<file path="src/rtl/regfile_wb_arbiter.sv">
// regfile_wb_arbiter: shares the register file's single write port between
// two producers (A = ALU results, B = load/store / multi-cycle results).
// Each producer feeds a DEPTH-entry in-order queue. Queues are drained
// round-robin, one entry per cycle, through a registered output stage.
// A combinational scoreboard exposes every write that is queued or staged.
//
// Ports:
//   clk, reset            clock, synchronous active-high reset
//   a_valid/a_ready       port A handshake; a_rd, a_wdata carry the write
//   b_valid/b_ready       port B handshake; b_rd, b_wdata carry the write
//   rf_we/rf_rd/rf_wdata  register-file write port (registered)
//   pending[31:0]         bit r set while a write to r is queued or staged

// Per-producer queue. It also reports a one-hot OR of the rd of every
// valid entry, which feeds the scoreboard.
module regfile_wb_fifo #(
    parameter int XLEN  = 32,
    parameter int DEPTH = 2
) (
    input  logic            clk,
    input  logic            reset,
    input  logic            push_valid,
    input  logic [4:0]      push_rd,
    input  logic [XLEN-1:0] push_wdata,
    output logic            ready,
    input  logic            pop,
    output logic            nonempty,
    output logic [4:0]      head_rd,
    output logic [XLEN-1:0] head_wdata,
    output logic [31:0]     pend
);
    localparam int AW = $clog2(DEPTH);

    logic [DEPTH-1:0][4:0]      rd_mem;
    logic [DEPTH-1:0][XLEN-1:0] wd_mem;
    logic [AW-1:0]              wptr, rptr;
    logic [AW:0]                cnt;
    logic                       full, push;
    logic [AW-1:0]              off;

    // Readiness comes only from registered occupancy; a full queue refuses
    // a push even in a cycle where it is also popping.
    assign full       = (cnt == (AW+1)'(DEPTH));
    assign ready      = !full;
    assign push       = push_valid && !full;
    assign nonempty   = (cnt != '0);
    assign head_rd    = rd_mem[rptr];
    assign head_wdata = wd_mem[rptr];

    always_ff @(posedge clk) begin
        if (reset) begin
            wptr <= '0;
            rptr <= '0;
            cnt  <= '0;
        end else begin
            if (push) begin
                rd_mem[wptr] <= push_rd;
                wd_mem[wptr] <= push_wdata;
                wptr         <= wptr + 1'b1;
            end
            if (pop)
                rptr <= rptr + 1'b1;
            cnt <= cnt + (AW+1)'(push) - (AW+1)'(pop);
        end
    end

    // Slot i holds a live entry when its distance from the read pointer
    // (mod DEPTH) is below the occupancy.
    always_comb begin
        pend = '0;
        off  = '0;
        for (int i = 0; i < DEPTH; i++) begin
            off = AW'(i) - rptr;
            if ({1'b0, off} < cnt)
                pend[rd_mem[i]] = 1'b1;
        end
    end
endmodule

module regfile_wb_arbiter #(
    parameter int XLEN  = 32,
    parameter int DEPTH = 2
) (
    input  logic            clk,
    input  logic            reset,
    input  logic            a_valid,
    output logic            a_ready,
    input  logic [4:0]      a_rd,
    input  logic [XLEN-1:0] a_wdata,
    input  logic            b_valid,
    output logic            b_ready,
    input  logic [4:0]      b_rd,
    input  logic [XLEN-1:0] b_wdata,
    output logic            rf_we,
    output logic [4:0]      rf_rd,
    output logic [XLEN-1:0] rf_wdata,
    output logic [31:0]     pending
);
    localparam int NPORT = 2;  // index 0 = port A, 1 = port B

    logic [NPORT-1:0]           in_valid, q_ready, q_pop, q_ne;
    logic [NPORT-1:0][4:0]      in_rd, q_rd;
    logic [NPORT-1:0][XLEN-1:0] in_wdata, q_wdata;
    logic [NPORT-1:0][31:0]     q_pend;

    assign in_valid = {b_valid, a_valid};
    assign in_rd    = {b_rd, a_rd};
    assign in_wdata = {b_wdata, a_wdata};

    genvar p;
    generate
        for (p = 0; p < NPORT; p++) begin : g_q
            regfile_wb_fifo #(.XLEN(XLEN), .DEPTH(DEPTH)) u_q (
                .clk        (clk),
                .reset      (reset),
                .push_valid (in_valid[p]),
                .push_rd    (in_rd[p]),
                .push_wdata (in_wdata[p]),
                .ready      (q_ready[p]),
                .pop        (q_pop[p]),
                .nonempty   (q_ne[p]),
                .head_rd    (q_rd[p]),
                .head_wdata (q_wdata[p]),
                .pend       (q_pend[p])
            );
        end
    endgenerate

    // last_grant: 0 = A, 1 = B. On a tie the port not granted last wins.
    logic            last_grant;
    logic            gnt_a, gnt_b, any_gnt;
    logic [4:0]      sel_rd;
    logic [XLEN-1:0] sel_wdata;
    logic            we_q;
    logic [4:0]      rd_q;
    logic [XLEN-1:0] wd_q;
    logic [31:0]     stage_pend;

    assign gnt_a     = q_ne[0] && (!q_ne[1] || last_grant);
    assign gnt_b     = q_ne[1] && !gnt_a;
    assign q_pop     = {gnt_b, gnt_a};
    assign any_gnt   = gnt_a || gnt_b;
    assign sel_rd    = gnt_b ? q_rd[1]    : q_rd[0];
    assign sel_wdata = gnt_b ? q_wdata[1] : q_wdata[0];

    // x0 entries still take their grant slot; they only suppress rf_we.
    always_ff @(posedge clk) begin
        if (reset) begin
            last_grant <= 1'b1;
            we_q       <= 1'b0;
            rd_q       <= '0;
            wd_q       <= '0;
        end else begin
            we_q <= any_gnt && (sel_rd != 5'd0);
            if (any_gnt) begin
                last_grant <= gnt_b;
                rd_q       <= sel_rd;
                wd_q       <= sel_wdata;
            end
        end
    end

    // Outputs are forced quiet while reset is asserted, not just after the
    // reset edge, so decode sees no stale state during reset.
    assign a_ready    = !reset && q_ready[0];
    assign b_ready    = !reset && q_ready[1];
    assign rf_we      = !reset && we_q;
    assign rf_rd      = reset ? 5'd0 : rd_q;
    assign rf_wdata   = reset ? '0   : wd_q;
    assign stage_pend = we_q ? (32'd1 << rd_q) : 32'd0;
    assign pending    = reset ? 32'd0
                              : ((q_pend[0] | q_pend[1] | stage_pend) & ~32'd1);
endmodule
</file>
<file path="config.mk">
export PLATFORM = sky130hd
export DESIGN_NAME = regfile_wb_arbiter
export DESIGN_NICKNAME = d
export VERILOG_FILES = /design/src/rtl/regfile_wb_arbiter.sv
export SDC_FILE = /design/constraint.sdc
export NUM_CORES = 1
export LEC_CHECK = 0
export BUFFER_PORTS_ARGS = -buffer_cell sky130_fd_sc_hd__buf_4
export CORE_ASPECT_RATIO = 1.1
export CORE_MARGIN = 2
export CORE_UTILIZATION = 30
export DETAILED_ROUTE_END_ITERATION = 10
export SYNTH_ARGS = -nofsm -noshare
export SYNTH_HDL_FRONTEND = slang
export SYNTH_SLANG_ARGS = --single-unit
</file>
<file path="constraint.sdc">
create_clock -name clk -period 6.4 [get_ports clk]
set_input_delay 0.64 -clock clk [delete_from_list [all_inputs] [get_ports clk]]
set_output_delay 0.64 -clock clk [all_outputs]
set_load 0.05 [all_outputs]
</file>
After elaboration in Yosys (flattened, before gate mapping)

Index checks and enable logic that the tools add are counted.

Register bits after elaboration: 195

Reduce and logical (&&, ||, !) cells: 26
$add $sub $neg: 12
Equal/unequal tests: 2
Magnitude comparators: 18
Shifts and indexed selects: 1
Multiplexer cells: 38
Bitwise logic cells: 5

Operator list:

| kind                   | number |
|---|---|
| $mux W32               | 14 |
| $bwmux W64             | 2 |
| $or A32 B32 Y32        | 4 |
| $demux W32 S1          | 2 |
| $mux W5                | 8 |
| $shl A1 B5 Y32 const A | 1 |
| $lt A5 B6 Y1 const B   | 4 |
| $bwmux W10             | 2 |
| $demux W1 S5           | 4 |
| $ge A5 B1 Y1 const B   | 4 |
| $logic_and A1 B1 Y1    | 14 |
| $demux W5 S1           | 2 |
| $lt A1 B2 Y1           | 4 |
| $lt A1 B2 Y1 const B   | 4 |
| $logic_not A1 Y1       | 5 |
| $reduce_bool A5 Y1     | 1 |
| $add A1 B1 Y1 const B  | 4 |
| $add A2 B1 Y2          | 2 |
| $eq A2 B2 Y1 const B   | 2 |
| $mux W1                | 4 |
| $reduce_and A2 Y1      | 2 |
| $reduce_bool A2 Y1     | 2 |
| $sub A1 B1 Y1 const A  | 4 |
| $sub A2 B1 Y2          | 2 |
| 3 further kinds        | 5 |

Longest topological paths before layout

Depth after elaboration: 10
Mapped depth: 10

By module

A second synthesis with hierarchy kept.

Cells, all modules: 739
Area total of the unflattened synthesis: 9,191.3 um^2

By module, submodules not included:

| module                       | cells each | instances | area each (um^2) |
|---|---|---|---|
| regfile_wb_fifo (g_q[0].u_q) | 212        | 1         | 3,348.2 |
| regfile_wb_fifo (g_q[1].u_q) | 208        | 1         | 3,335.7 |
| regfile_wb_arbiter           | 319        | 1         | 2,507.4 |

Worst setup path after synthesis

No wires, ideal clock.

Kind: input to register
Start: input port reset
End: register g_q[0].u_q.rd_mem[5] (netlist bit) (enable)
Required time: 5,915 ps
Stages: 3
Data arrival time: 3,804 ps
Buffers on the path: 2
Setup slack: 2,111 ps
Path through: clkbuf_1 > clkbuf_1 > nor3b_1

Word-level cells in the longest chain between the ends: 2

RTL lines:

| what                               | RTL line | RTL |
|---|---|---|
| from (decl)                        | 85       | `input logic reset,` |
| $not A1 Y1 (no source line)        | --       |  |
| $reduce_and A2 Y1 (no source line) | --       |  |
| to (signal, indexed assignment)    | 57       | `rd_mem[wptr] <= push_rd;` |
| to (decl)                          | 34       | `logic [DEPTH-1:0][4:0] rd_mem;` |

No other way between the ends.
A chain may end at the register's enable or synchronous reset.

Worst setup path in the final report

Start: register g_q[0].u_q.cnt[0]
End: output port pending[28]

Word-level cells in the longest chain between the ends: 7
Elaborated cells on any way between the ends: 8
Those cells by class: order compare: 2; mux: 3; bitwise: 3

RTL lines:

| what                             | RTL line | RTL |
|---|---|---|
| from (decl)                      | 37       | `logic [AW:0] cnt;` |
| from (signal assigned)           | 63       | `cnt <= cnt + (AW+1)'(push) - (AW+1)'(pop);` |
| $lt A1 B2 Y1                     | 74       | `if ({1'b0, off} < cnt)` |
| $mux W32                         | 74       |  |
| $or A32 B32 Y32 (no source line) | --       |  |
| $mux W32 *                       | 74       |  |
| $or A32 B32 Y32 * (2 in series)  | 172      | `: ((q_pend[0] \| q_pend[1] \| stage_pend) & ~32'd1);` |
| $mux W32 *                       | 171      | `assign pending = reset ? 32'd0` |
| to (decl)                        | 97       | `output logic [31:0] pending` |

Every way passes the cells marked *; elsewhere a longest branch is shown, timed or not.

==> results.md <==
- Final-report max-slew violation count: 0
- Iter 0 DRT Violations: 851
- Synth area leader: edfxtp_1
- Post-synth EDFFs: 148
- Area growth syn-to-layout: 22.4%
- Grt ovf: 0
- CTS tree: built
- Final Hold Vio Count: 0
- # port buffers: 148
- Min Tclk post-route: 3.55 ns
- Clock sinks: 195
- DR WL/cell: 20.8 microns
- CTS Buffer Depth: 2
- Die Footprint: 31800 sq um
- TritonCTS Buffers: 17
- Ys async rst share: 0
- N_diodes: 0
- First-pass GRT wire length: 40.0 mm
- Worst rel slew slack: 0.221
- Hold path endpoint: g_q[1].u_q.rd_mem[4]
- Reg2reg end: g_q[1].u_q.cnt[1]
- Synth cell count leaders: edfxtp_1 (148), nand2_1 (75), a22oi_1 (60)
- Synthesized flop and latch total: 195
- Final Wtd Congestion: 0.914
- TNS Setup: 0 ns
- Hold Path Origin: b_rd[4]
- Sw Ratio: 0.398
- Main flop type after synthesis: edfxtp_1
- CP Max Fanout: 8
- Startpoint types: flip-flop
- Sequential fraction of the synthesis area: 0.591
- Post-DP HPWL: 17.8 mm
- Min-delay worst type: in2reg
- Starting Density: 0.307
- Total Routing Usage GR: 0.166
- Ratio of cells with drive above 1 in the final layout: 0.280
- Max Cap Violations: 0
- H-tree Lvls: 4
- Psw: 1810 uW
- Top-area cell type share of the netlist area: 0.487
- Leakage: 0.00380 uW
- Cells after synthesis: 766
- Io pins: 150
- # setup viols final: 0
- Maximum vdd drop: 0.206 mV
- DR DRC count: 0
- Hold Crit Depth: 1
- Fmax: 281 MHz
- Worst-margin pin slew: 1.16 ns
- Fin crit share: 0.555
- Placed cell count: 1245
- Post-synthesis instance area: 9120 sq um
- Drt pass-1 iters: 9
- Required time worst endpoint: 5.76 ns
- Post-CTS sizing: 0
- DRT Wirelength: 26.5 mm
- Die X: 170 microns
- Internal power: 2740 uW
- Worst-skew pair later-pin latency: 0.44 ns
- Root buffer cell: clkbuf_16
- Reg-to-reg startpoint: g_q[0].u_q.cnt[0]
- Pwr dens: 408 nW/um^2
- Antenna violations before repair: 0
- Cell row count: 66
- Largest net degree at the start of global routing: 62
- Synthesized area per cell: 11.9 sq um
- Clock power share: 0.232
- Postcts setup bufs: 0
- Non-filler cells, final: 1277
- Status: completed
- CTS clock-pin slew for the worst setup and hold paths: 0.07 ns
- Net count, final: 972
- Die height: 187 microns
- Setup Skew: 0.0139 ns
- WS Path Type: reg2out
- DR vias: 6830
- Power share of the combinational group: 0.378
- Crit. End Element: output port
- RSZ-0062 raised after global routing: false
- YS warnings: 0
- Mapped Nets: 848
- Top cells by area, synth: edfxtp_1 (49%), dfxtp_1 (10%), a22oi_1 (4.9%), mux2_2 (4.4%), mux2i_1 (4.0%)
- Worst R2R Setup Slack: 3.73 ns
- Hold Buf Count CTS: 0
- Core region area: 29700 sq um
- Post-route ant nets: 0
- Number of global-route vias before repair: 6790
- Arrival time at the worst endpoint: 2.91 ns
- Vias per inst: 5.35
- Most common cell in the netlist: edfxtp_1
- R2R depth: 8
- Sequential Power Share: 0.389
- Synth cell types: 44
==> worst max-delay path: stages (launching register included) <==
cell and delay [ns]:
dfxtp_1 0.60, a21oi_2 0.17, nor3_1 0.90, a22oi_1 0.23, a31oi_1 0.32, buf_4 0.26
==> stage by stage <==
stage          hold slack (ns)   util  setup WS, ns  instance area, sq um  power (uW)
2_1_floorplan            0.427      -          2.11                  9120        3000
3_3_place_gp             0.435  0.356          3.35                 10600        3510
3_5_place_dp             0.442  0.356          3.34                 10600        3530
4_1_cts                  0.365  0.376          2.93                 11200        4590
5_1_grt                  0.363  0.376          2.77                 11200        4780
6_report                 0.386  0.376          2.85                 11200        4550
==> cell families (layout without fill, tap and decap cells) <==
family	after synthesis	count (layout)	synth area share
AND/OR/NAND/NOR	228	228	0.135
other	1	1	0.000411
XOR/XNOR	8	8	0.00768
flip-flops	195	195	0.591
multiplexers	72	72	0.0840
buffers and inverters	66	203	0.0336
adder cells (fa/ha/maj)	4	4	0.00549
AO/OA/AOI/OAI	192	192	0.144
==> placed cells by master, fill, tap and decap left out, types with 3 or more instances in the layout <==
cell          n
buf_4       161
edfxtp_1    148
nand2_1      75
a22oi_1      60
a21oi_1      46
dfxtp_1      45
nor2b_1      40
mux2_2       36
mux2i_1      36
nand3_1      36
o211ai_1     34
a31oi_1      29
nor2_1       17
clkbuf_16    17
nor3b_1      16
and3b_1      11
inv_1         9
nor3_1        9
nor3b_2       6
and3_1        6
xnor2_1       6
o21ai_0       5
a211oi_2      5
ha_1          4
clkinvlp_4    4
nand2b_1      3
o21bai_1      3
inv_6         3
inv_8         3
==> layer usage <==
| metal | up-vias | wire, microns | global-route usage |
|---|---|---|---|
| met5 | - | 0 | 0 |
| met4 | 0 | 762 | 0.0710 |
| met3 | 65 | 1840 | 0.0336 |
| met2 | 341 | 12800 | 0.273 |
| met1 | 3271 | 11100 | 0.210 |
| li1 | 3153 | - | - |
==> worst max-delay path by stage <==
| stage | startpoint | endpoint | slack (ns) |
|---|---|---|---|
| 2_1_floorplan | reset | g_q[0].u_q.rd_mem[5] | 2.11 |
| 3_3_place_gp | reset | pending[28] | 3.35 |
| 3_5_place_dp | reset | pending[28] | 3.34 |
| 4_1_cts | g_q[1].u_q.rptr | pending[6] | 2.93 |
| 5_1_grt | g_q[1].u_q.rptr | pending[6] | 2.77 |
| 6_report | g_q[0].u_q.cnt[0] | pending[28] | 2.85 |
==> registers in the layout (all words and copies together) (netlist names) <==
name	flops
g_q.u_q.wd_mem	128
g_q.u_q.wptr	2
rd_q	5
last_grant	1
g_q.u_q.cnt	4
g_q.u_q.rptr	2
g_q.u_q.rd_mem	20
wd_q	32
we_q	1
==> power groups by stage <==
stage          Combinational [uW]  Clock, uW  Sequential [uW]
2_1_floorplan                1310          0             1690
3_3_place_gp                 1720          0             1790
3_5_place_dp                 1740          0             1790
4_1_cts                      1740       1080             1770
5_1_grt                      1860       1130             1800
6_report                     1720       1060             1770
==> layout make-up <==
type | instances | area [sq um]
clock buffers | 17 | 425
clock inverters | 15 | 170
fillers | 2909 | 18600
inverters | 10 | 37.5
multi-input cells | 505 | 3470
flip-flops and latches | 195 | 5390
well taps | 374 | 468
repair buffers | 161 | 1210
Power figures use the tool's default switching activity.
